===== config.mk =====
export PLATFORM = sky130hd
export DESIGN_NAME = uart_rx
export DESIGN_NICKNAME = d
export VERILOG_FILES = /design/src/rtl/uart_rx.sv
export SDC_FILE = /design/constraint.sdc
export NUM_CORES = 1
export LEC_CHECK = 0
export BUFFER_PORTS_ARGS = -buffer_cell sky130_fd_sc_hd__buf_2
export CORE_ASPECT_RATIO = 1.4
export CORE_UTILIZATION = 52
export CTS_CLUSTER_DIAMETER = 150
export DETAILED_ROUTE_END_ITERATION = 8
export PLACE_DENSITY = 0.81
export SYNTH_ARGS = -nofsm -noshare
export SYNTH_HDL_FRONTEND = slang
export SYNTH_SLANG_ARGS = --single-unit

===== constraint.sdc =====
create_clock -name clk -period 1.9 [get_ports clk]
set_input_delay 0.19 -clock clk [delete_from_list [all_inputs] [get_ports clk]]
set_output_delay 0.19 -clock clk [all_outputs]
set_load 0.01 [all_outputs]

===== src/rtl/uart_rx.sv =====
// uart_rx: 8N1 serial receiver.
// Synchronises the asynchronous rxd line, validates the start bit at its
// centre, samples eight data bits LSB-first at bit centres and checks the
// stop bit. A good byte is published on data_out with a one-cycle rx_done;
// a low stop bit produces a one-cycle frame_err and leaves data_out alone.
//
// Ports
//   clk        system clock, rising edge
//   rst        asynchronous active-low reset
//   rxd        serial line, idles high, asynchronous to clk
//   data_out   last correctly received byte
//   rx_done    one-cycle strobe, data_out updated this cycle
//   frame_err  one-cycle strobe, stop bit sampled low
//   rx_busy    high while a frame is in progress
//
// state | meaning
// IDLE  | line idle, waiting for rxd_s low
// START | timing to start-bit centre, rejects glitches
// DATA  | sampling 8 data bits at bit centres
// STOP  | sampling stop bit, issues rx_done or frame_err

module uart_rx #(
    parameter int CLKS_PER_BIT = 5208
) (
    input  logic       clk,
    input  logic       rst,
    input  logic       rxd,
    output logic [7:0] data_out,
    output logic       rx_done,
    output logic       frame_err,
    output logic       rx_busy
);

    localparam int CW = $clog2(CLKS_PER_BIT);
    localparam logic [CW-1:0] CNT_HALF = CW'((CLKS_PER_BIT - 1) / 2);
    localparam logic [CW-1:0] CNT_LAST = CW'(CLKS_PER_BIT - 1);

    typedef enum logic [1:0] {
        IDLE  = 2'd0,
        START = 2'd1,
        DATA  = 2'd2,
        STOP  = 2'd3
    } state_t;

    state_t        state, state_nxt;
    logic          rxd_m, rxd_s;
    logic [CW-1:0] cnt, cnt_nxt;
    logic [2:0]    idx, idx_nxt;
    logic [7:0]    sh, sh_nxt;
    logic [7:0]    data_nxt;
    logic          done_nxt, err_nxt;

    // Two-flop synchroniser; resets to the idle level so reset release
    // never looks like a start bit.
    always_ff @(posedge clk or negedge rst) begin
        if (!rst) begin
            rxd_m <= 1'b1;
            rxd_s <= 1'b1;
        end else begin
            rxd_m <= rxd;
            rxd_s <= rxd_m;
        end
    end

    always_ff @(posedge clk or negedge rst) begin
        if (!rst) begin
            state     <= IDLE;
            cnt       <= '0;
            idx       <= '0;
            sh        <= '0;
            data_out  <= 8'h00;
            rx_done   <= 1'b0;
            frame_err <= 1'b0;
            rx_busy   <= 1'b0;
        end else begin
            state     <= state_nxt;
            cnt       <= cnt_nxt;
            idx       <= idx_nxt;
            sh        <= sh_nxt;
            data_out  <= data_nxt;
            rx_done   <= done_nxt;
            frame_err <= err_nxt;
            rx_busy   <= (state_nxt != IDLE);
        end
    end

    always_comb begin
        state_nxt = state;
        cnt_nxt   = cnt;
        idx_nxt   = idx;
        sh_nxt    = sh;
        data_nxt  = data_out;
        done_nxt  = 1'b0;
        err_nxt   = 1'b0;

        case (state)
            IDLE: begin
                cnt_nxt = '0;
                idx_nxt = '0;
                if (!rxd_s) begin
                    state_nxt = START;
                end
            end

            START: begin
                if (cnt == CNT_HALF) begin
                    cnt_nxt   = '0;
                    // Line back high at the start-bit centre: a glitch.
                    state_nxt = rxd_s ? IDLE : DATA;
                end else begin
                    cnt_nxt = cnt + 1'b1;
                end
            end

            DATA: begin
                if (cnt == CNT_LAST) begin
                    sh_nxt[idx] = rxd_s;
                    cnt_nxt     = '0;
                    idx_nxt     = idx + 3'd1;
                    if (idx == 3'd7) begin
                        state_nxt = STOP;
                    end
                end else begin
                    cnt_nxt = cnt + 1'b1;
                end
            end

            STOP: begin
                // Leaving at the stop-bit centre leaves half a bit of margin
                // to catch a start bit that follows with no idle time.
                if (cnt == CNT_LAST) begin
                    cnt_nxt   = '0;
                    state_nxt = IDLE;
                    if (rxd_s) begin
                        data_nxt = sh;
                        done_nxt = 1'b1;
                    end else begin
                        err_nxt = 1'b1;
                    end
                end else begin
                    cnt_nxt = cnt + 1'b1;
                end
            end

            default: begin
                state_nxt = IDLE;
                cnt_nxt   = '0;
                idx_nxt   = '0;
            end
        endcase
    end

endmodule


After elaboration in Yosys (flattened, before gate mapping)
Cells that the tools add are included.
{"block": "op_classes", "add_sub_neg": 2, "magnitude_cmp": 2, "n_eq_ne": 7, "muxes": 21, "reduce_logical": 8}
{"cell": "$pmux 13 s3", "count": 1}
{"cell": "$mux 13", "count": 2}
{"cell": "$add 13x1->13 const B", "count": 1}
{"cell": "$eq 13x12->1 const B", "count": 1}
{"cell": "$eq 13x13->1 const B", "count": 1}
{"cell": "$mux 2", "count": 6}
{"cell": "$bwmux 8", "count": 1}
{"cell": "$pmux 2 s4", "count": 1}
{"cell": "$mux 1", "count": 7}
{"cell": "$pmux 3 s2", "count": 1}
{"cell": "$eq 2x2->1 const B", "count": 2}
{"cell": "$lt 3x4->1 const B", "count": 1}
{"cell": "$reduce_and 2->1", "count": 2}
{"cell": "$reduce_bool 2->1", "count": 2}
{"cell": "$add 3x1->3 const B", "count": 1}
{"cell": "$demux 1 s3", "count": 1}
{"cell": "$eq 3x3->1 const B", "count": 1}
{"cell": "$ge 3x1->1 const B", "count": 1}
{"cell": "$mux 3", "count": 1}
{"cell": "$reduce_and 3->1", "count": 1}
{"cell": "$eq 2x1->1 const B", "count": 1}
{"cell": "$logic_not 2->1", "count": 1}
{"cell": "$ne 2x2->1 const B", "count": 1}
{"cell": "$reduce_or 2->1", "count": 1}
{"cell": "$logic_and 1x1->1", "count": 1}
{"block": "totals", "regBits": 39, "inputBits": 3, "output_inout_bits": 11, "wordCells": 50}

Depth between registers and ports, before layout
Gate-level depths: netlist of run 1.
{"block": "depth", "depth_word": 5, "mapped_depth": 7, "depth_no_buf": 5}

Worst setup path after synthesis of run 1
OpenSTA, ideal clock, no wires.
{"block": "synth_path", "path_type": "register to register", "startpoint": "reg cnt[0]", "endpoint": "reg sh[1]", "setup_time_ns": 0.125, "arrival_ns": 1.687, "required_ns": 1.775, "slack_ns": 0.089, "stages_incl_launch_ff": 7, "n_path_buf": 1, "synth_period_minus_slack_ns": 1.811, "path_cell_list": "dfrtp_1 -> ha_1 -> and3_1 -> nand4_2 -> buf_6 -> nor4_1 -> mux2_2"}
{"block": "synth_between", "elab_chain_cells": 2}
{"item": "from (decl)", "line_no": "47", "text": "logic [CW-1:0] cnt, cnt_nxt;"}
{"item": "from (signal assigned)", "line_no": "77", "text": "cnt <= cnt_nxt;"}
{"item": "$eq 13x13->1", "line_no": "116", "text": "if (cnt == CNT_LAST) begin"}
{"item": "$reduce_and 2->1 (no line)"}
{"item": "to (signal assigned)", "line_no": "79", "text": "sh <= sh_nxt;"}
{"item": "to (decl)", "line_no": "49", "text": "logic [7:0] sh, sh_nxt;"}
Every way passes these cells.
A chain may end at the register's enable or synchronous reset.

Worst setup path in the final report of run 1
{"block": "layout_path", "startpoint": "reg cnt[0]", "endpoint": "reg data_out[2]"}
{"block": "layout_between", "elab_chain_cells": 2}
{"item": "$eq 13x13->1", "line_no": "131", "text": "if (cnt == CNT_LAST) begin"}
{"item": "$reduce_and 3->1 (no line)"}
{"item": "to (signal assigned)", "line_no": "80", "text": "data_out <= data_nxt;"}
{"item": "to (decl)", "line_no": "28", "text": "output logic [7:0] data_out,"}
Every way passes these cells.

==> results of run 1 <==
worst max-delay path by stage:
stage	from	end	slack [ns]	cells after the start
after CTS	cnt[0]	sh[0]	0.02	5
after detailed placement	cnt[0]	sh[0]	0.03	5
final	cnt[0]	data_out[2]	0.1	6
after global routing	cnt[0]	data_out[2]	-0.04	6
after global placement	cnt[0]	data_out[7]	0.14	6
after floorplan	cnt[0]	sh[1]	0.09	6
worst max-delay path, cell delays in order (launching register included):
cell	delay, ns
dfrtp_1	0.40
ha_1	0.19
and3_1	0.24
nand4_4	0.18
nor2_2	0.20
buf_4	0.16
mux2_2	0.33
synthesized netlist by cell type, types with 2 or more instances:
master / count / area [um2]
nor4b_1: 2 / 17.5
xor2_1: 2 / 17.5
inv_1: 2 / 7.51
dfrtp_1: 37 / 926
and3_1: 2 / 12.5
clkbuf_1: 4 / 15.0
dfstp_2: 2 / 52.6
xnor2_1: 9 / 78.8
nor3b_1: 3 / 22.5
mux2_2: 16 / 180
ha_1: 3 / 37.5
nor2_1: 17 / 63.8
nor4_1: 2 / 12.5
nand2_1: 8 / 30.0
nor2b_1: 3 / 18.8
nand3_1: 12 / 60.1
buf_2: 2 / 10.0
nand4_1: 5 / 31.3
and4bb_2: 2 / 25.0
nor3_1: 8 / 40.0
a31oi_1: 2 / 12.5
metrics by stage:
step | instance area [um2] | util | power (mW) | TNS, ns
finish | 2120 | 0.667 | 1.54 | 0
global route | 2120 | 0.667 | 1.59 | -0.244
CTS | 2100 | 0.660 | 1.56 | 0
detailed placement | 1980 | 0.622 | 0.874 | 0
global placement | 1980 | 0.622 | 0.873 | 0
floorplan | 1790 | - | 0.854 | 0
cell type report:
class,instances,area [um2]
Clock buffer,5,68.8
Clock inverter,3,43.8
Fill cell,258,1060
Inverter,2,7.51
Multi-Input combinational cell,108,779
Sequential cell,39,978
Tap cell,39,48.8
Timing Repair Buffer,30,195
metal layers:
metal | part of all wire | wire length, um
met3 | 0.030 | 100
met4 | 0.017 | 57
met5 | 0 | 0
met1 | 0.41 | 1370
met2 | 0.54 | 1820
cell families (layout without fill, tap and decap cells):
logic type | after synthesis | count (layout) | share of synthesized area
flops | 39 | 39 | 0.547
compound gates | 7 | 7 | 0.0315
buf+inv | 10 | 40 | 0.0287
mux | 16 | 16 | 0.101
xor+xnor | 11 | 11 | 0.0539
fa+ha+maj | 3 | 3 | 0.0210
simple gates | 71 | 71 | 0.217
registers in the layout, indices dropped and copies added (netlist names):
signal,count
frame_err,1
rx_done,1
idx,3
sh,8
rx_busy,1
rxd_m,1
state,2
cnt,13
data_out,8
rxd_s,1
where the power goes:
| group | switching, mW | internal (mW) |
|---|---|---|
| clock network | 0.288 | 0.391 |
| logic | 0.0198 | 0.00458 |
| registers | 0.000966 | 0.833 |
| total | 0.309 | 1.23 |
what timing repair did:
item / in CTS / in global routing
setup endpoints to repair: 0 / 19
buffers inserted: 0 / 0
hold buffers: 1 / 0
endpoints found under the hold margin: 1 / 0
gates resized for setup: 0 / 3
==> flow_metrics.env, run 1 <==
export IMPL_core_area_um2=3180
export IMPL_core_rowCount=24
export IMPL_drive_gt1_frac=0.332
export IMPL_layout_commonest_cell="dfrtp_1"
export IMPL_clock_latency_ns=0.29
export IMPL_place_hpwl_mm=2.44
export IMPL_final_cell_mix="37 x dfrtp_1, 17 x nor2_1, 16 x mux2_2, 16 x buf_4, 13 x buf_2"
export IMPL_syn_avg_cell_area_um2=11.4
export IMPL_antenna_left=0
export IMPL_synthCells=157
export IMPL_syn_area_um2=1790
export IMPL_grt_busiest_layer="met2"
export IMPL_met3_usage=0.0510
export IMPL_grt_max_degree=40
export IMPL_grtUsageTotal=0.212
export IMPL_clock_skew_ns=0.0103
export IMPL_ys_seq_elements=39
export IMPL_period_needed_ns=1.80
export IMPL_r2r_slack_ns=0.1
export IMPL_grtUsageMet1=0.230
export IMPL_power_density_nw_per_um2=725
export IMPL_cp_end_kind="flop"
export IMPL_fin_ws_ns=0.0983
export IMPL_place_congestion=0.853
export IMPL_routed_via_count=1269
export IMPL_startpoint_type="flop"
export IMPL_grt_overflow=0
export IMPL_synth_fp_nets=163
export IMPL_violations="hold timing"
export IMPL_rsz0062_at_grt="true"
export IMPL_diodes=0
export IMPL_yosys_cell_types_count=35
export IMPL_synth_top_flop_cell="dfrtp_1"
export IMPL_place_ws_ns=0.0307
export IMPL_cts_tree="built"
export IMPL_setup_violations=0
export IMPL_cp_arrival_ns=1.98
export IMPL_wl_mm=3.35
export IMPL_hp_class="in2async"
export IMPL_ys_async_sr_fraction=1.00
export IMPL_drt_initial_drc_count=16
export IMPL_cts_inserted_buffers=5
export IMPL_dp_cells=217
export IMPL_fin_nets=192
export IMPL_dr_pass1_iters=4
export IMPL_max_freq_mhz=555
export IMPL_timing_final_max_slew_violations=0
export IMPL_die_x_um=51.6
export IMPL_root_buffer="clkbuf_8"
export IMPL_ys_seq_area_frac=0.547
export IMPL_routedWlPerCell_um=14.8
export IMPL_initial_core_util=0.562
export IMPL_outcome="finished, violations left"
export IMPL_slew_headroom=0.436
export IMPL_drc_errors=0
export IMPL_numPortBuffers=13
export IMPL_grt_util_met2=0.382
export IMPL_timing_rr_end="data_out[2]"
export IMPL_reg2reg_depth=6
export IMPL_area_delta_synth_final_pct=18.6
export IMPL_routed_via_density=5.62
export IMPL_crit_type="reg2reg"
export IMPL_r2r_start="cnt[0]"
export IMPL_whs_ns=-0.00345
export IMPL_worst_pin_slew_ns=0.846
export IMPL_hold_violations=6
export IMPL_grt_pass1_vias=1288
export IMPL_max_vdd_ir_drop_uv=983
export IMPL_p_leak_nw=0.989
export IMPL_numClockSinks=39
export IMPL_fin_crit_sh=0.948
export IMPL_path_clk_slew_ns=0.08
export IMPL_layout_cells_non_filler=226
export IMPL_h_tree_depth=2
export IMPL_maxCapViolCount=0
export IMPL_path_max_fanout=9
export IMPL_ys_warn_count=0
export IMPL_die_area_um2=3680
export IMPL_synth_edf_count=0
export IMPL_grt_antenna_before_repair=0
export IMPL_cp_required_ns=2.08
export IMPL_die_h_um=71.4
export IMPL_cts_buffer_depth=2
export IMPL_grt_pass1_wl_mm=5.76
export IMPL_io_pins=14
No activity file was read; power rests on OpenSTA's default activity.
==> inputs of run 2 (changes only) <==
- CORE_UTILIZATION: 52 -> 27
- HOLD_SLACK_MARGIN: unset -> 0.05
- PLACE_DENSITY: 0.81 -> 0.52
==> flow_metrics.env, run 2 (synthesis gave the netlist of run 1 again) <==
export IMPL_outcome="finished, final reports clean"
export IMPL_routedWlPerCell_um=13.5
export IMPL_core_area_um2=6300
export IMPL_critPathLaunch="cnt[0]"
export IMPL_grt_pass1_vias=1361
export IMPL_place_hpwl_mm=2.53
export IMPL_crit_type="reg2reg"
export IMPL_seqPwrFrac=0.494
export IMPL_cp_end_kind="flop"
export IMPL_largestRegisters="cnt x13, data_out x8, sh x8"
export IMPL_diodes=0
export IMPL_grt_pass1_wl_mm=6.29
export IMPL_power_density_nw_per_um2=755
export IMPL_numClockSinks=39
export IMPL_critPathSlowestCell="dfrtp_1"
export IMPL_clock_skew_ns=0.00472
export IMPL_max_vdd_ir_drop_uv=378
export IMPL_largest_reg_flops=13
export IMPL_period_needed_ns=1.79
export IMPL_path_max_fanout=9
export IMPL_reg2reg_depth=6
export IMPL_path_clk_slew_ns=0.08
export IMPL_worst_pin_slew_ns=0.345
export IMPL_layout_commonest_cell="dfrtp_1"
export IMPL_clock_latency_ns=0.29
export IMPL_swShare=0.191
export IMPL_die_x_um=70.8
export IMPL_drt_initial_drc_count=44
export IMPL_h_tree_depth=2
export IMPL_place_congestion=0.784
export IMPL_area_delta_synth_final_pct=24.9
export IMPL_p_sw_mw=0.323
export IMPL_wl_mm=3.51
export IMPL_worstPathCellList="ha_1, and3_1, nand4_4, nor2_2, buf_12, mux2_2"
export IMPL_combinationalPowerShare=0.017
export IMPL_root_buffer="clkbuf_8"
export IMPL_power_frac_clock=0.489
export IMPL_cts_buffer_depth=2
export IMPL_timing_final_max_slew_violations=0
export IMPL_cts_tree="built"
export IMPL_place_ws_ns=0.0519
export IMPL_maxCapViolCount=0
export IMPL_nFillCells=646
export IMPL_cp_arrival_ns=1.97
export IMPL_io_pins=14
export IMPL_ff_latch_area_um2=978
export IMPL_startpoint_type="flop"
export IMPL_core_rowCount=34
export IMPL_slowest_delay_ns=0.40
export IMPL_final_cell_mix="37 x dfrtp_1, 17 x nor2_1, 16 x mux2_2"
export IMPL_grt_max_degree=16
export IMPL_hold_violations=0
export IMPL_fin_ws_ns=0.109
export IMPL_slew_headroom=0.770
export IMPL_p_int_mw=1.37
export IMPL_fin_crit_sh=0.943
export IMPL_grtUsageTotal=0.117
export IMPL_fin_nets=193
export IMPL_die_area_um2=6960
export IMPL_grt_overflow=0
export IMPL_initial_core_util=0.284
export IMPL_routed_via_count=1249
export IMPL_cp_required_ns=2.08
export IMPL_antenna_left=0
export IMPL_tns_ns=0
export IMPL_cts_inserted_buffers=5
export IMPL_die_h_um=98.3
export IMPL_drc_errors=0
export IMPL_numPortBuffers=13
export IMPL_rsz0062_at_grt="true"
export IMPL_top_register="cnt"
export IMPL_setup_violations=0
export IMPL_drive_gt1_frac=0.340
export IMPL_p_leak_nw=1.01
export IMPL_multi_input_area_um2=792
export IMPL_grt_antenna_before_repair=0
export IMPL_hp_class="in2async"
export IMPL_routed_via_density=4.80
export IMPL_max_freq_mhz=558
export IMPL_dr_pass1_iters=4
export IMPL_r2r_start="cnt[0]"
-- run 2: worst max-delay path: cells and delay by family, from the launching register on --
family	cells	cell delay [ns]
and+or+nand+nor	3	0.64
DFF	1	0.40
buffers and inverters	1	0.14
adders and majority gates	1	0.18
muxes	1	0.33
-- run 2: metal layers --
metal | GRT usage | wire, um | vias up
li1 | - | - | 611
met1 | 0.127 | 1510 | 617
met2 | 0.208 | 1830 | 15
met3 | 0.0330 | 104 | 6
met4 | 0.0523 | 57 | 0
met5 | 0 | 0 | -
-- run 2: final cells by class --
cell class / count / share of cell area
clock buffers: 5 / 0.0308
clock inverters: 3 / 0.0302
flip-flops and latches: 39 / 0.438
well taps: 72 / 0.0403
inverters: 2 / 0.00336
repair buffers: 31 / 0.103
multi-input cells: 108 / 0.354
-- run 2: path summary, 6_finish.rpt --
path,end,slack (ns)
worst min register to register,rxd_s,0.36
max in group asynchronous,data_out[0],1.08
worst min-delay path,cnt[12],0.32
worst max register to register,data_out[0],0.11
worst max-delay path,data_out[0],0.11
min in group clk,rxd_s,0.36
-- run 2: timing repair --
| item | 4_1_cts | 5_1_grt |
|---|---|---|
| endpoints found under the setup margin | 0 | 14 |
| setup buffers | 0 | 0 |
| hold buffers | 2 | 0 |
| gates resized for setup | 0 | 5 |
| hold endpoints to repair | 11 | 0 |
-- run 2: power by group through the flow --
stage	clock (mW)	combinational [mW]	sequential, mW
5_1_grt	0.884	0.0349	0.834
2_1_floorplan	0	0.00274	0.851
6_report	0.825	0.0295	0.834
3_3_place_gp	0	0.0285	0.850
3_5_place_dp	0	0.0285	0.850
4_1_cts	0.848	0.0317	0.834
-- run 2: stage by stage --
step	power (mW)	hold slack [ns]	utilization	std cells	instance area, um2
2_1_floorplan	0.854	-0.106	-	157	1790
3_3_place_gp	0.879	0.103	0.325	250	2050
3_5_place_dp	0.879	0.104	0.325	250	2050
4_1_cts	1.71	0.326	0.350	260	2200
5_1_grt	1.75	0.328	0.355	260	2230
6_report	1.69	0.316	0.355	260	2230
